<file path="config.mk">
export PLATFORM = sky130hd
export DESIGN_NAME = idct_cordic_inv
export DESIGN_NICKNAME = d
export VERILOG_FILES = /design/src/rtl/idct_inv_pkg.sv /design/src/rtl/idct_cos_rom.sv /design/src/rtl/idct_cordic_inv.sv
export SDC_FILE = /design/constraint.sdc
export NUM_CORES = 2
export LEC_CHECK = 0
export BUFFER_PORTS_ARGS = -buffer_cell sky130_fd_sc_hd__buf_2
export CAP_MARGIN = 20
export CORE_MARGIN = 2
export CORE_UTILIZATION = 44
export CTS_CLUSTER_DIAMETER = 60
export CTS_CLUSTER_SIZE = 28
export DETAILED_ROUTE_END_ITERATION = 6
export GPL_TIMING_DRIVEN = 0
export PLACE_DENSITY = 0.74
export SYNTH_ARGS = -nofsm -noshare
export SYNTH_HDL_FRONTEND = slang
export SYNTH_HIERARCHICAL = 1
export SYNTH_SLANG_ARGS = --single-unit
</file>
<file path="constraint.sdc">
create_clock -name clk -period 38 [get_ports clk]
set_input_delay 7.6 -clock clk [delete_from_list [all_inputs] [get_ports clk]]
set_output_delay 7.6 -clock clk [all_outputs]
set_load 0.05 [all_outputs]
</file>
<file path="src/rtl/idct_inv_pkg.sv">
// Shared constants, cosine table, FSM states and output rounding for the
// 16-point inverse DCT.
package idct_inv_pkg;

    localparam int DW = 20;
    localparam int CW = 16;
    localparam int AW = 40;

    typedef enum logic [1:0] {
        IDLE = 2'd0,
        CALC = 2'd1,
        DONE = 2'd2
    } state_t;

    // round(0.3535534 * cos(pi*j/32) * 2^15), j = 0..16
    localparam logic signed [CW-1:0] COS_TAB [0:16] = '{
        16'sd11585, 16'sd11529, 16'sd11363, 16'sd11086,
        16'sd10703, 16'sd10217, 16'sd9633,  16'sd8956,
        16'sd8192,  16'sd7350,  16'sd6436,  16'sd5461,
        16'sd4433,  16'sd3363,  16'sd2260,  16'sd1136,
        16'sd0
    };

    localparam logic signed [AW-1:0] SAT_HI = AW'((1 <<< (DW - 1)) - 1);
    localparam logic signed [AW-1:0] SAT_LO = -SAT_HI - AW'(1);

    // Q13.27 accumulator to Q8.12 sample: round half up, then clamp.
    function automatic logic signed [DW-1:0] round_sat(input logic signed [AW-1:0] acc);
        logic signed [AW-1:0] r;
        r = (acc + AW'(16384)) >>> 15;
        if (r > SAT_HI)
            r = SAT_HI;
        else if (r < SAT_LO)
            r = SAT_LO;
        return r[DW-1:0];
    endfunction

endpackage

</file>
<file path="src/rtl/idct_cos_rom.sv">
// Folded cosine coefficient for output index n and frequency k; the DC term
// is handled outside, so k = 0 yields zero.
module idct_cos_rom
    import idct_inv_pkg::*;
(
    input  logic [3:0]           n,
    input  logic [3:0]           k,
    output logic signed [CW-1:0] coef
);

    logic [5:0] m;
    logic [4:0] idx;
    logic       neg;

    always_comb begin
        // 6-bit product wraps naturally, giving ((2n+1)k) mod 64
        m   = {1'b0, n, 1'b1} * {2'b00, k};
        neg = 1'b0;
        if (m <= 6'd16) begin
            idx = m[4:0];
        end else if (m <= 6'd32) begin
            idx = 5'(6'd32 - m);
            neg = 1'b1;
        end else if (m <= 6'd48) begin
            idx = m[4:0];
            neg = 1'b1;
        end else begin
            idx = 5'(6'd0 - m);
        end
        coef = neg ? -COS_TAB[idx] : COS_TAB[idx];
        if (k == 4'd0)
            coef = '0;
    end

endmodule

</file>
<file path="src/rtl/idct_cordic_inv.sv">
// 16-point inverse DCT (DCT-III) on Q8.12 samples using one time-multiplexed
// multiply-accumulate: 256 cycles per block, valid/ready on both sides.
module idct_cordic_inv
    import idct_inv_pkg::*;
(
    input  logic                 clk,
    input  logic                 rst,
    input  logic                 in_valid,
    output logic                 in_ready,
    input  logic signed [DW-1:0] y0,
    input  logic signed [DW-1:0] y1,
    input  logic signed [DW-1:0] y2,
    input  logic signed [DW-1:0] y3,
    input  logic signed [DW-1:0] y4,
    input  logic signed [DW-1:0] y5,
    input  logic signed [DW-1:0] y6,
    input  logic signed [DW-1:0] y7,
    input  logic signed [DW-1:0] y8,
    input  logic signed [DW-1:0] y9,
    input  logic signed [DW-1:0] y10,
    input  logic signed [DW-1:0] y11,
    input  logic signed [DW-1:0] y12,
    input  logic signed [DW-1:0] y13,
    input  logic signed [DW-1:0] y14,
    input  logic signed [DW-1:0] y15,
    output logic                 out_valid,
    input  logic                 out_ready,
    output logic signed [DW-1:0] x0,
    output logic signed [DW-1:0] x1,
    output logic signed [DW-1:0] x2,
    output logic signed [DW-1:0] x3,
    output logic signed [DW-1:0] x4,
    output logic signed [DW-1:0] x5,
    output logic signed [DW-1:0] x6,
    output logic signed [DW-1:0] x7,
    output logic signed [DW-1:0] x8,
    output logic signed [DW-1:0] x9,
    output logic signed [DW-1:0] x10,
    output logic signed [DW-1:0] x11,
    output logic signed [DW-1:0] x12,
    output logic signed [DW-1:0] x13,
    output logic signed [DW-1:0] x14,
    output logic signed [DW-1:0] x15
);

    state_t                      state;
    logic [3:0]                  n;
    logic [3:0]                  k;
    logic signed [AW-1:0]        acc;
    logic signed [AW-1:0]        acc_next;
    logic signed [AW-1:0]        term;
    logic signed [DW+CW-1:0]     prod;
    logic signed [CW-1:0]        coef;
    logic signed [DW-1:0]        y_in  [16];
    logic signed [DW-1:0]        y_reg [16];
    logic signed [DW-1:0]        x_reg [16];

    assign y_in = '{y0, y1, y2, y3, y4, y5, y6, y7,
                    y8, y9, y10, y11, y12, y13, y14, y15};

    assign in_ready  = (state == IDLE);
    assign out_valid = (state == DONE);

    idct_cos_rom u_cos_rom (
        .n    (n),
        .k    (k),
        .coef (coef)
    );

    always_comb begin
        prod = 36'(y_reg[k]) * 36'(coef);
        if (k == 4'd0)
            term = AW'(y_reg[0]) <<< 13;
        else
            term = AW'(prod);
        acc_next = acc + term;
    end

    // Coefficient file carries no reset: it is only read after a fresh accept.
    always_ff @(posedge clk) begin
        if (state == IDLE && in_valid)
            y_reg <= y_in;
    end

    always_ff @(posedge clk or negedge rst) begin
        if (!rst) begin
            state <= IDLE;
            n     <= '0;
            k     <= '0;
            acc   <= '0;
            for (int i = 0; i < 16; i++)
                x_reg[i] <= '0;
        end else begin
            case (state)
                IDLE: begin
                    if (in_valid) begin
                        n     <= '0;
                        k     <= '0;
                        acc   <= '0;
                        state <= CALC;
                    end
                end
                CALC: begin
                    k <= k + 4'd1;
                    if (k == 4'd15) begin
                        x_reg[n] <= round_sat(acc_next);
                        acc      <= '0;
                        n        <= n + 4'd1;
                        if (n == 4'd15)
                            state <= DONE;
                    end else begin
                        acc <= acc_next;
                    end
                end
                DONE: begin
                    if (out_ready)
                        state <= IDLE;
                end
                default: state <= IDLE;
            endcase
        end
    end

    assign x0  = x_reg[0];
    assign x1  = x_reg[1];
    assign x2  = x_reg[2];
    assign x3  = x_reg[3];
    assign x4  = x_reg[4];
    assign x5  = x_reg[5];
    assign x6  = x_reg[6];
    assign x7  = x_reg[7];
    assign x8  = x_reg[8];
    assign x9  = x_reg[9];
    assign x10 = x_reg[10];
    assign x11 = x_reg[11];
    assign x12 = x_reg[12];
    assign x13 = x_reg[13];
    assign x14 = x_reg[14];
    assign x15 = x_reg[15];

endmodule

</file>
==> impl_metrics.ini <==
[global_routing]
grt_overflow_total = 0
grt_antenna_before_repair = 27
grt_max_degree = 124
grt_pass1_wl_um = 188000
grt_pass1_vias = 30500
grt.total_usage = 0.251

[clocking]
cts.sink_count = 690
cts-root-buf = clkbuf_16
cts_buffer_depth = 3
numCtsBuffers = 42
cts_resized = 0
h-tree-depth = 2
clk_pin_slew_worst_paths_ns = 0.10
cts_tree = built
cts_setup_buffers = 0
clk_latency_ns = 0.65
cts_hold_buf = 0

[route]
drc = 0
wire_per_inst_um = 23.0
avgViaCountPerCell = 5.52
vias = 29900
wl_um = 125000
firstDrtPassIters = 6
drt_iter0_drc = 2664
final_antenna_net_count = 0

[synthesis]
synth.top_cell.area_share = 0.226
ys_ff_latch = 690
synthTopCellsByArea = edfxtp_1 (23%), dfrtp_1 (22%), fa_1 (15%)
synth.avg_cell_area_um2 = 12.5
ys.flop_type = dfrtp_1
synth_area_mm2 = 0.0425
yosys_warnings = 6
synthesis.nets = 4202
synth-seq-area-share = 0.444
synthArstFlopShare = 0.536
synth_top_cell_by_area = edfxtp_1
synth_edf_count = 320
ys_types = 87
netlist_instances = 3403

[final_layout]
largest_register_ffs = 320
nNetsFinal = 4904
multi_input_area_mm2 = 0.0214
drive_above_1_share = 0.291
regArea_mm2 = 0.0189
fillers = 8254
syn2layout_area_growth_pct = 15.8

[critical_path]
cpMaxStageDelayCell = a21oi_1
cp.arrival_ns = 19.58
start_kind = register
path_max_fanout = 12
worstPathRequired_ns = 38.57
setup.worst_path.end_class = register
cpMostUsedCell = fa_1
crit_type = reg -> reg
cp_slowest_stage_delay_ns = 0.96

[floorplan]
core_mm2 = 0.0953
die_y_um = 315
rows = 113
die_w_um = 315
initial_core_util = 0.446
pin_count = 646
dieArea_mm2 = 0.0991

[placed_design]
gp_congestion = 0.959
io_buffers = 645
dp_hpwl_um = 98300

[outcome]
status = completed

[timing]
grt_setup_unrepaired = false
setup_viol = 0
layout_worst_path_cycle_share = 0.500
max_freq_mhz = 52.6
setup-tns-final_ns = 0
worst_pin_slew_ns = 1.14
maxSlewViolCount = 0
hold_viol = 0
min_period_ns = 19.02
skew_ns = 0.0454
max_slew_margin = 0.240

[run]
maxCapViolCount = 0

[min_path]
min_path_type = reg -> reg
final timing paths:
check,from,end,slack [ns],cells after the start
hold reg to reg,x11[19],x11[19],0.48,2
setup reg to reg,k[0],x8[2],18.98,56
min in group asynchronous,rst,x2[6],6.90,1
setup / recovery,k[0],x8[2],18.98,56
hold / removal,x11[19],x11[19],0.48,2
max in group asynchronous,rst,acc[11],30.05,2
synthesized netlist by cell type, types with 100 or more instances:
cell      number
edfxtp_1     320
nand2_1      296
mux2_2       307
o21ai_0      103
mux4_2       100
dfrtp_1      370
fa_1         324
clkbuf_1     136
inv_1        409
ha_1         151
and2_1       153
nor2_1       106
final cells by class:
type | instances | area share
Antenna cell | 27 | 0.00137
Buffer | 163 | 0.0131
Multi-Input combinational cell | 2141 | 0.436
Sequential cell | 690 | 0.383
Inverter | 409 | 0.0312
Clock inverter | 29 | 0.00984
Timing Repair Buffer | 658 | 0.0713
Clock buffer | 45 | 0.0220
Tap cell | 1265 | 0.0322
layer usage:
metal  global-route usage  vias to the layer above  wire length (um)
met3               0.0399                      338              8080
met5                    0                        -                12
met4                0.122                        2              7220
met1                0.323                    15300             48200
met2                0.415                     1259             61200
li1                     -                    13100                 -
cells in the final DEF (no fill, tap or decap), drive strengths merged, types with 23 or more instances in the layout:
cell / n
buf: 685
inv: 420
dfrtp: 370
fa: 324
edfxtp: 320
mux2: 307
nand2: 296
clkbuf: 181
and2: 154
ha: 151
o21ai: 107
nor2: 106
a21oi: 104
mux4: 100
xnor2: 47
xor2: 44
nand3: 42
a21o: 35
nor3: 28
diode: 27
nand2b: 23
a22o: 23
stage by stage:
step,setup slack (ns),instances,cell area (um^2),hold slack [ns],utilization
final,18.98,5427,49200,0.482,0.516
after floorplan,20.75,3403,42500,0.452,-
after CTS,19.32,5398,49100,0.487,0.515
after global routing,17.92,5426,49200,0.516,0.516
after global placement,17.20,5313,47300,0.458,0.496
after detailed placement,19.36,5324,47600,0.465,0.499
worst max-delay path: cells and delay by family (launching register included):
family,cells,cell delay [ns]
AOI/OAI and AO/OA,21,6.27
xor gates and xnor gates,1,0.08
buffers and inverters,6,1.88
DFF,1,0.81
and+or+nand+nor,15,4.34
adders and majority gates,12,5.27
muxes,1,0.26
kinds of logic after synthesis:
group | synth area share
buffers and inverters | 0.0513
DFF | 0.444
and+or+nand+nor | 0.0868
AOI/OAI and AO/OA | 0.0639
muxes | 0.137
adders and majority gates | 0.197
xor gates and xnor gates | 0.0200
Power is left out: the tool's default activity adds up to more than one toggle a clock period on the data nets, which glitch-free logic cannot reach.
